--- src/rtl/ccff_loader_pkg.sv ---
// Shared types and width helpers for the configuration-chain loader.
// Latency: n/a (declarations only).
// Backpressure: n/a.
package ccff_loader_pkg;

  typedef enum logic [1:0] {
    IDLE,
    MARK,
    DATA,
    DONE
  } state_t;

  // Default continuity marker, shifted MSB first ahead of the data.
  localparam logic [7:0] MARKER_DEFAULT = 8'hA5;

  function automatic int ceil_div(input int num, input int den);
    return (num + den - 1) / den;
  endfunction

  // Bits needed to hold every value 0..max_val.
  function automatic int cnt_width(input int max_val);
    return (max_val < 1) ? 1 : $clog2(max_val + 1);
  endfunction

endpackage

--- src/rtl/ccff_word_serializer.sv ---
// Word buffer that hands bitstream words to the chain one bit at a time, MSB first.
// Latency: a word accepted on an edge supplies its MSB in the following cycle.
// Backpressure: ready only while active, words still needed, and buffer empty or draining its last bit.
module ccff_word_serializer
  import ccff_loader_pkg::*;
#(
  parameter int CHAIN_LEN = 10,
  parameter int WORD_W    = 8
) (
  input  logic              prog_clk,
  input  logic              prog_reset,
  input  logic              clear,
  input  logic              active,
  input  logic              shift_in,
  input  logic [WORD_W-1:0] word_i,
  input  logic              word_valid_i,
  output logic              word_ready_o,
  output logic              bit_msb,
  output logic              has_bit
);

  localparam int NWORDS = ceil_div(CHAIN_LEN, WORD_W);
  localparam int WCW    = cnt_width(NWORDS);
  localparam int BCW    = cnt_width(WORD_W);
  localparam logic [WCW-1:0] WC_MAX  = WCW'(NWORDS);
  localparam logic [BCW-1:0] BC_FULL = BCW'(WORD_W);
  localparam logic [BCW-1:0] BC_ONE  = BCW'(1);

  logic [WORD_W-1:0] word_q;
  logic [BCW-1:0]    bit_cnt;
  logic [WCW-1:0]    word_cnt;
  logic              accept;

  assign has_bit = (bit_cnt != '0);
  assign bit_msb = word_q[WORD_W-1];

  // Refill in the same cycle the last bit leaves so a steady source never bubbles.
  assign word_ready_o = active && (word_cnt != WC_MAX) &&
                        (!has_bit || ((bit_cnt == BC_ONE) && shift_in));
  assign accept = word_ready_o && word_valid_i;

  // Load a fresh word or shift the current one; leftover low bits die at the next clear.
  always_ff @(posedge prog_clk) begin
    if (prog_reset || clear) begin
      word_q   <= '0;
      bit_cnt  <= '0;
      word_cnt <= '0;
    end else if (accept) begin
      word_q   <= word_i;
      bit_cnt  <= BC_FULL;
      word_cnt <= word_cnt + 1'b1;
    end else if (shift_in) begin
      word_q  <= word_q << 1;
      bit_cnt <= bit_cnt - 1'b1;
    end
  end

endmodule

--- src/rtl/ccff_chain_loader.sv ---
// Loads a config chain: marker then data onto ccff_head, checks the marker returns at ccff_tail.
// Latency: start edge + MARKER_LEN+CHAIN_LEN shift cycles + 1 DONE cycle when the source never stalls.
// Backpressure: an empty word buffer in DATA stalls the chain (shift_en_o low, shift index frozen).
module ccff_chain_loader
  import ccff_loader_pkg::*;
#(
  parameter int                CHAIN_LEN  = 10,
  parameter int                WORD_W     = 8,
  parameter int                MARKER_LEN = 8,
  parameter logic [WORD_W-1:0] MARKER     = MARKER_DEFAULT
) (
  input  logic              prog_clk,
  input  logic              prog_reset,
  input  logic              start_i,
  input  logic [WORD_W-1:0] word_i,
  input  logic              word_valid_i,
  output logic              word_ready_o,
  output logic              ccff_head,
  input  logic              ccff_tail,
  output logic              shift_en_o,
  output logic              busy_o,
  output logic              done_o,
  output logic              pass_o
);

  localparam int JW = cnt_width(MARKER_LEN + CHAIN_LEN);
  localparam logic [JW-1:0] J_MARK_LAST = JW'(MARKER_LEN - 1);
  localparam logic [JW-1:0] J_LAST      = JW'(MARKER_LEN + CHAIN_LEN - 1);
  localparam logic [JW-1:0] J_CHK_FIRST = JW'(CHAIN_LEN);

  state_t            state_q, state_nxt;
  logic [JW-1:0]     j_q;
  logic [WORD_W-1:0] mark_sr;
  logic [WORD_W-1:0] chk_sr;
  logic              mismatch_q;
  logic              active;
  logic              has_bit;
  logic              bit_msb;
  logic              start_acc;
  logic              data_shift;
  logic              last_shift;
  logic              tail_chk;
  logic              tail_bad;

  assign start_acc  = (state_q == IDLE) && start_i;
  assign data_shift = (state_q == DATA) && has_bit;
  assign last_shift = data_shift && (j_q == J_LAST);
  // Once the marker has travelled the full chain, each shift presents one marker bit at the tail.
  assign tail_chk   = shift_en_o && (j_q >= J_CHK_FIRST);
  assign tail_bad   = tail_chk && (ccff_tail != chk_sr[WORD_W-1]);

  ccff_word_serializer #(
    .CHAIN_LEN (CHAIN_LEN),
    .WORD_W    (WORD_W)
  ) u_ser (
    .prog_clk     (prog_clk),
    .prog_reset   (prog_reset),
    .clear        (start_acc),
    .active       (active),
    .shift_in     (data_shift),
    .word_i       (word_i),
    .word_valid_i (word_valid_i),
    .word_ready_o (word_ready_o),
    .bit_msb      (bit_msb),
    .has_bit      (has_bit)
  );

  // Load-sequencer state register.
  always_ff @(posedge prog_clk) begin
    if (prog_reset) state_q <= IDLE;
    else            state_q <= state_nxt;
  end

  // Next state plus chain-facing outputs decoded from the current state.
  always_comb begin
    state_nxt  = state_q;
    shift_en_o = 1'b0;
    ccff_head  = 1'b0;
    busy_o     = 1'b0;
    done_o     = 1'b0;
    active     = 1'b0;
    case (state_q)
      IDLE: begin
        if (start_i) state_nxt = MARK;
      end
      MARK: begin
        shift_en_o = 1'b1;
        ccff_head  = mark_sr[WORD_W-1];
        busy_o     = 1'b1;
        active     = 1'b1;
        if (j_q == J_MARK_LAST) state_nxt = DATA;
      end
      DATA: begin
        shift_en_o = has_bit;
        ccff_head  = bit_msb;
        busy_o     = 1'b1;
        active     = 1'b1;
        if (last_shift) state_nxt = DONE;
      end
      DONE: begin
        done_o    = 1'b1;
        state_nxt = IDLE;
      end
      default: state_nxt = IDLE;
    endcase
  end

  // Shift index, marker source/check shifters, sticky mismatch and the held pass result.
  always_ff @(posedge prog_clk) begin
    if (prog_reset) begin
      j_q        <= '0;
      mark_sr    <= '0;
      chk_sr     <= '0;
      mismatch_q <= 1'b0;
      pass_o     <= 1'b0;
    end else if (start_acc) begin
      j_q        <= '0;
      mark_sr    <= MARKER;
      chk_sr     <= MARKER;
      mismatch_q <= 1'b0;
    end else if (shift_en_o) begin
      j_q <= j_q + 1'b1;
      if (state_q == MARK) mark_sr <= mark_sr << 1;
      if (tail_chk)        chk_sr <= chk_sr << 1;
      if (tail_bad)        mismatch_q <= 1'b1;
      if (last_shift)      pass_o <= ~(mismatch_q | tail_bad);
    end
  end

endmodule

--- config.mk ---
export PLATFORM = sky130hd
export DESIGN_NAME = ccff_chain_loader
export DESIGN_NICKNAME = d
export VERILOG_FILES = /design/src/rtl/ccff_loader_pkg.sv /design/src/rtl/ccff_word_serializer.sv /design/src/rtl/ccff_chain_loader.sv
export SDC_FILE = /design/constraint.sdc
export NUM_CORES = 1
export LEC_CHECK = 0
export CAP_MARGIN = 20
export CELL_PAD_IN_SITES_DETAIL_PLACEMENT = 0
export CELL_PAD_IN_SITES_GLOBAL_PLACEMENT = 1
export CORE_MARGIN = 4
export CORE_UTILIZATION = 31
export DETAILED_ROUTE_END_ITERATION = 7
export PLACE_DENSITY = 0.57
export RECOVER_POWER = 25
export SYNTH_ARGS = -nofsm -noshare
export SYNTH_HDL_FRONTEND = slang
export SYNTH_SLANG_ARGS = --single-unit
--- constraint.sdc ---
create_clock -name prog_clk -period 5.1 [get_ports prog_clk]
set_clock_uncertainty 0.1 [all_clocks]
set_input_delay 1.53 -clock prog_clk [delete_from_list [all_inputs] [get_ports prog_clk]]
set_output_delay 1.53 -clock prog_clk [all_outputs]
set_load 0.005 [all_outputs]
== Word-level counts from Yosys, hierarchy flattened ==
Cells that the tools add are included.

* Output and inout port bits: 6
* Input port bits: 13
* Register bits: 39
* Logic and storage cells: 76

* Reduce and logical (&&, ||, !) cells: 28
* Bitwise operators: 3
* $lt $le $gt $ge: 1
* Mux-type cells: 18
* Equality and inequality tests: 11
* Add/subtract/negate cells: 3

{| class="wikitable"
|+ Operator list
! operator !! count
|-
| 2-to-1 mux 8 bit || 8
|-
| AND reduction 2 bit || 5
|-
| logical AND 1 bit || 9
|-
| 2-to-1 mux 4 bit || 2
|-
| != test 2 bit (second input constant) || 4
|-
| case mux 2 bit (4 select lines) || 1
|-
| nonzero test 2 bit || 4
|-
| 2-to-1 mux 2 bit || 3
|-
| AND reduction 3 bit || 2
|-
| OR reduction 2 bit || 3
|-
| adder 5 x 1 -> 5 bit (second input constant) || 1
|-
| == test 5 x 3 -> 1 bit (second input constant) || 1
|-
| == test 5 bit (second input constant) || 1
|-
| >= comparator 5 x 4 -> 1 bit (second input constant) || 1
|-
| == test 2 bit (second input constant) || 2
|-
| == test 4 x 1 -> 1 bit (second input constant) || 1
|-
| case mux 1 bit (2 select lines) || 2
|-
| nonzero test 4 bit || 1
|-
| subtractor 4 x 1 -> 4 bit (second input constant) || 1
|-
| adder 2 x 1 -> 2 bit (second input constant) || 1
|-
| == test 2 x 1 -> 1 bit (second input constant) || 1
|-
| logical NOT 2 bit || 1
|-
| logical OR 1 bit || 2
|-
| 2-to-1 mux 1 bit || 2
|-
| other kinds (4) || 5
|}

== Depth between registers and ports, before layout ==
Gate-level depths: netlist (run 1).

* Word-level depth: 7
* Mapped depth: 9
* Depth with buffers taken out: 7

== Cells and area by module ==
From an unflattened synthesis (run 1), not the netlist that was laid out.

* Cells, all modules: 193
* Area, all modules: 1885.6 µm²

{| class="wikitable"
|+ Modules (own cells, without submodules)
! module !! times used !! cells an instance !! area each (µm²)
|-
| ccff_chain_loader || 1 || 117 || 1149.9
|-
| ccff_word_serializer || 1 || 76 || 735.7
|}

== Worst setup path after synthesis (run 1) ==
OpenSTA, ideal clock, no wires.

* Kind: flip-flop to output port
* From: register state_q[0]
* To: output port shift_en_o
* Arrival: 1.430 ns
* Path slack: 2.040 ns
* Cell stages (with the launch flop): 8
* Buffers on the path: 2
* Cells stage by stage: dfxtp_1 -> inv_1 -> ha_1 -> o21ai_1 -> or2_1 -> buf_6 -> inv_4 -> buf_6

* Word-level cells in the longest chain between the ends: 2
* Elaborated cells between the ends (all ways): 3
* Classes of those cells: 2 x eq/ne; 1 x mux

{| class="wikitable"
|+ Ends and longest elaborated chain
! what !! RTL line !! source
|-
| start, declared || ccff_chain_loader.sv:31 || <nowiki>state_t state_q, state_nxt;</nowiki>
|-
| start signal, assigned || ccff_chain_loader.sv:71 || <nowiki>else state_q <= state_nxt;</nowiki>
|-
| == test 2 bit or == test 2 x 1 -> 1 bit (tied branches) || ccff_chain_loader.sv:82 || <nowiki>case (state_q)</nowiki>
|-
| case mux 1 bit (2 select lines) (*) || ccff_chain_loader.sv:82 ||
|-
| end, declared || ccff_chain_loader.sv:20 || <nowiki>output logic shift_en_o,</nowiki>
|}

Every way passes the cells marked *; elsewhere a longest branch is shown, timed or not.

== Worst setup path after layout (run 1) ==
Ends and elaborated chain as after synthesis.

==> results of run 1 <==
[routing by layer]
metal	track usage (%)	routed length, um	vias to the layer above
li1	-	-	753
met1	14.37	1993	659
met2	18.57	1724	14
met3	3.266	107	4
met4	4.317	57	0
met5	0	0	-
[path summary, 6_finish.rpt]
| path | endpoint | startpoint |
|---|---|---|
| max reg2reg | u_ser.bit_cnt[1] | state_q[0] |
| max | shift_en_o | state_q[0] |
| min | pass_o | pass_o |
| min reg2reg | pass_o | pass_o |
[cells by family (layout without fill, tap and decap cells)]
group / Yosys count / in the layout / synth area share, %
DFF: 39 / 39 / 41.32
xor gates and xnor gates: 8 / 8 / 3.709
muxes: 12 / 12 / 6.358
buffers and inverters: 19 / 34 / 5.298
AOI/OAI and AO/OA: 57 / 57 / 17.15
and+or+nand+nor: 57 / 57 / 18.21
adders and majority gates: 12 / 12 / 7.947
[stage by stage]
stage | power (mW) | instances | util (%) | area, um^2
floorplan | 0.6460 | 204 | - | 1889
global placement | 0.7243 | 286 | 35.40 | 2096
detailed placement | 0.7355 | 286 | 35.40 | 2096
CTS | 1.047 | 294 | 37.64 | 2228
global route | 1.106 | 294 | 37.64 | 2228
finish | 1.034 | 294 | 37.64 | 2228
[sequential cells by signal, indices dropped and copies added, names as in the netlist]
register,flops
chk_sr,8
mark_sr,8
u_ser.word_q,8
j_q,5
u_ser.bit_cnt,4
state_q,2
u_ser.word_cnt,2
mismatch_q,1
pass_o,1
[worst max-delay path: stages, from the launching register on]
cell	delay (ns)
dfxtp_1	0.36
inv_1	0.12
ha_1	0.53
o21ai_1	0.24
or2_1	0.38
inv_4	0.17
clkdlybuf4s50_1	0.52
[cell type report]
class | count | area (um^2) | area share [%]
clock buffers | 6 | 72.57 | 3.257
clock inverters | 2 | 60.06 | 2.695
inverters | 8 | 32.53 | 1.460
multi-input cells | 146 | 1008 | 45.26
flip-flops and latches | 39 | 780.7 | 35.04
well taps | 75 | 93.84 | 4.211
repair buffers | 18 | 180.2 | 8.085
[layout by cell type (no fill, tap or decap), drive strengths merged, types with 8 or more instances in the layout]
cell type / netlist / layout
a21oi: 25 / 25
clkdlybuf4s50: 0 / 16
dfxtp: 39 / 39
ha: 12 / 12
inv: 8 / 8
mux2i: 12 / 12
nand2: 8 / 8
nand3: 13 / 13
nor2: 15 / 15
o21ai: 17 / 17
[report_power, final]
group | total, mW | internal (mW) | switching [mW] | leakage (nW)
clock | 0.306 | 0.196 | 0.110 | 0.0654
combinational | 0.339 | 0.146 | 0.193 | 0.442
sequential | 0.389 | 0.354 | 0.0343 | 0.318
total | 1.03 | 0.696 | 0.338 | 0.825
==> results.ini, run 1 <==
[yosys]
synth.top_cells.by_area = dfxtp_1 41%, ha_1 7.9%, a21oi_1 6.6%
yosysSeqAreaShare_pct = 41.32
synth.avg_cell_area_um2 = 9.261
ys.warnings.count = 0
synthesis.area_um2 = 1889
synth.distinct_cells = 41
synth_top_area_share_pct = 41.32
synth_top_area_cell = dfxtp_1
synth.net_count = 229
synth_common_cells = 39 x dfxtp_1, 25 x a21oi_1, 16 x o21ai_0
synthFlopType = dfxtp_1
async_flop_share_pct = 0
synth_edf_count = 0
ys_seq_elements = 39
synth.most_common_cell = dfxtp_1
synth_cells = 204

[floorplan]
io_pins = 19
rows = 28
initial_core_util_pct = 31.91
die_w_um = 86.07
die_y_um = 86.07
coreArea_um2 = 5921
die-area_um2 = 7407

[cells_and_area]
fillerInstances = 607
drive_gt1_share_pct = 5.479
diodes = 0
nNetsFinal = 243
area_growth_pct = 17.95

[route]
vias_per_cell = 4.864
wirelength_um = 3883
wire_per_inst_um = 13.21
num_vias = 1430
ant_nets = 0
first_iter_violations = 27
first_pass_iters = 4
drcViolationCount = 0

[timing]
rsz0062_at_grt = no
relSlewSlack_pct = 52.84
setup_slack_ns = 0.8563
hold_ws_ns = 0.3564
drv_slew = 0
clock.fmax_ghz = 0.2356
fin_crit_ns = 4.244
timing_hold_violations_final = 0
finalSetupViolCount = 0
tightestPinTransition_ns = 0.7074
fin_setup_tns_ns = 0
period_share_pct = 83.21

[placed_design]
port_buffers = 18
dpl.hpwl_um = 2801
place_congestion = 0.7161
place_ws_ns = 1.177

[critical_path]
r2r_cells = 6
reg2reg_slack_ns = 2.66
worstSetupPathType = flop to output port
crit_fanout = 13
startpoint_type = flop
critPathCaptureType = output port
crit_required_ns = 3.47
cp.arrival_ns = 2.61

[clocking]
cts_tree = built
cts-htree-levels = 2
ctsHoldBuffers = 0
post_cts_buffers = 0
cts_root_buf = clkbuf_8
clk_pin_slew_worst_paths_ns = 0.07
postCtsResizedCells = 0
cts.sinks = 39
cts_buffers = 5
clockBufferDepth = 2
clk_latency_ns = 0.29

[worst_hold_path]
hold_path.class = flop to flop
whs_path_depth = 2

[pwr]
p_leak_nw = 0.8246
peakVddDrop_uv = 154.7
p_per_area_nw_per_um2 = 464.0

[grt]
grt-ovfl-total = 0
grt_pass1_wl_um = 6720
grt_start_max_net_pins = 19
grtUsageTotal_pct = 11.46
antenna_found_initial = 0
grt_pass1_vias = 1476

[status]
status = complete, no violations

[run]
cap_violations = 0

No activity file was read; power rests on OpenSTA's default activity.
==> run 2, diff against run 1 <==
- clock period: 5.1 -> 4.45 ns (I/O delays scaled with it)
==> run 2 against run 1 <==
Non-clock buffer count up 1. Die area unchanged. Sequential share of layout area is 0.70 points higher. Critical path depth unchanged. Routed wire length rose by 2.2%. Hold slack got worse by 0.0084 ns. Via count up 3.0%.
==> results.ini, run 2 (same netlist as run 1, synthesis figures left out) <==
[clocking]
postCtsResizedCells = 0  ; unchanged
clk_latency_ns = 0.28  ; was 0.29 ns
ctsHoldBuffers = 0  ; unchanged
cts_root_buf = clkbuf_8  ; unchanged
cts-htree-levels = 2  ; unchanged
cts_tree = built  ; unchanged
cts_buffers = 5  ; unchanged
clockBufferDepth = 2  ; unchanged
cts.sinks = 39  ; unchanged
clk_pin_slew_worst_paths_ns = 0.07  ; about the same
post_cts_buffers = 0  ; unchanged

[floorplan]
io_pins = 19  ; unchanged
die-area_um2 = 7407  ; unchanged
die_y_um = 86.07  ; unchanged
rows = 28  ; unchanged
initial_core_util_pct = 31.91  ; unchanged
die_w_um = 86.07  ; unchanged
coreArea_um2 = 5921  ; unchanged

[pwr]
p_per_area_nw_per_um2 = 488.0  ; was 464.0 nW/um^2
peakVddDrop_uv = 199.5  ; was 154.7 uV
p_leak_nw = 0.8068  ; was 0.8246 nW

[route]
first_pass_iters = 4  ; unchanged
wire_per_inst_um = 13.45  ; was 13.21 um
vias_per_cell = 4.993  ; was 4.864
first_iter_violations = 59  ; was 27
ant_nets = 0  ; unchanged
wirelength_um = 3969  ; was 3883 um
drcViolationCount = 0  ; unchanged
num_vias = 1473  ; was 1,430

[timing]
period_share_pct = 86.68
clock.fmax_ghz = 0.2592
relSlewSlack_pct = 53.06  ; was 52.84%
timing_hold_violations_final = 0  ; unchanged
drv_slew = 0  ; unchanged
rsz0062_at_grt = no  ; unchanged
tightestPinTransition_ns = 0.7041  ; was 0.7074 ns
fin_crit_ns = 3.857
fin_setup_tns_ns = 0  ; unchanged
finalSetupViolCount = 0  ; unchanged

[cells_and_area]
drive_gt1_share_pct = 5.455  ; was 5.479%
stdcell_count = 295  ; was 294
final_cell_mix = 39 x dfxtp_1, 25 x a21oi_1, 16 x o21ai_0, 16 x clkdlybuf4s50_1, 15 x nor2_1  ; unchanged
nNetsFinal = 244  ; was 243
area_growth_pct = 15.63  ; was 17.95%
final_common_cell = dfxtp_1  ; unchanged
reg.largest.list = chk_sr: 8 flops, mark_sr: 8 flops, u_ser.word_q: 8 flops  ; unchanged
diodes = 0  ; unchanged

[critical_path]
cp.arrival_ns = 2.42  ; was 2.61 ns
worstSetupPathType = flop to output port  ; unchanged
critPathCaptureType = output port  ; unchanged
crit_required_ns = 3.01  ; was 3.47 ns
crit_fanout = 13  ; unchanged
regToRegStartpoint = state_q[0]  ; unchanged
startpoint_type = flop  ; unchanged
rr_endpoint = u_ser.word_q[4]  ; was u_ser.bit_cnt[1]
reg2reg_slack_ns = 1.97  ; was 2.66 ns
r2r_cells = 6  ; unchanged

[grt]
grt_pass1_wl_um = 6782  ; was 6720 um
grtUsageTotal_pct = 11.48  ; was 11.46%
grt_start_max_net_pins = 19  ; unchanged
grt-ovfl-total = 0  ; unchanged
grt_pass1_vias = 1432  ; was 1,476
antenna_found_initial = 0  ; unchanged

[run]
cap_violations = 0  ; unchanged

[placed_design]
dp.cells = 287  ; was 286
port_buffers = 18  ; unchanged
dpl.hpwl_um = 2875  ; was 2801 um
place_congestion = 0.7396  ; was 0.7161

[worst_hold_path]
worstHoldStart = pass_o  ; unchanged
hold_path.class = flop to flop  ; unchanged
whs_path_depth = 2  ; unchanged
min_to = pass_o  ; unchanged

[status]
status = complete, no violations  ; unchanged

-- run 2: worst max-delay path, cell delays in order (launching register included) --
cell and delay, ns:
dfxtp_1 0.42, inv_1 0.11, ha_1 0.40, o21ai_1 0.16, or2_1 0.36, inv_4 0.17, clkdlybuf4s50_1 0.52
-- run 2: through the flow --
step                cell area, um^2  hold slack (ns)  setup WS, ns  util [%]  power (mW)
detailed placement             2103           0.3445        0.8989     35.52      0.8473
finish                         2185           0.3480        0.5925     36.90       1.066
global route                   2185           0.3784        0.4192     36.90       1.147
floorplan                      1889           0.3360         1.585         -      0.7404
global placement               2103           0.3409        0.9969     35.52      0.8331
CTS                            2185           0.3544        0.5842     36.90       1.079
-- run 2: power breakdown --
group	internal (mW)	switching [mW]	leakage, nW
registers	0.406	0.0412	0.318
logic	0.170	0.221	0.447
clock network	0.110	0.117	0.0422
total	0.686	0.380	0.807
-- run 2: worst max-delay path by stage --
stage	depth (start not counted)	startpoint	to
after floorplan	7	state_q[0]	shift_en_o
after global placement	7	state_q[0]	shift_en_o
after detailed placement	6	state_q[0]	shift_en_o
after CTS	6	state_q[0]	shift_en_o
after global routing	6	state_q[0]	shift_en_o
final	6	state_q[0]	shift_en_o
-- run 2: area by class of cell --
cell class	count	area, um^2
multi-input combinational	146	1008
fill	623	3736
inverter	8	32.53
tap	75	93.84
clock buffer	7	76.32
sequential	39	780.7
clock inverter	1	5.005
timing repair buffer	19	187.7
-- run 2: per-layer routing --
| metal | vias up | wire length (um) | track usage (%) |
|---|---|---|---|
| met5 | - | 0 | 0 |
| met4 | 0 | 58 | 4.317 |
| met3 | 5 | 115 | 3.650 |
| met2 | 18 | 1765 | 17.80 |
| met1 | 697 | 2030 | 14.85 |
| li1 | 753 | - | - |
==> run 3, diff against run 2 <==
- SETUP_SLACK_MARGIN: not set -> 0.02
- SKIP_LAST_GASP: not set -> 1
==> results of run 3 <==
The final DEF is identical to that of run 2; final timing and power are the same.
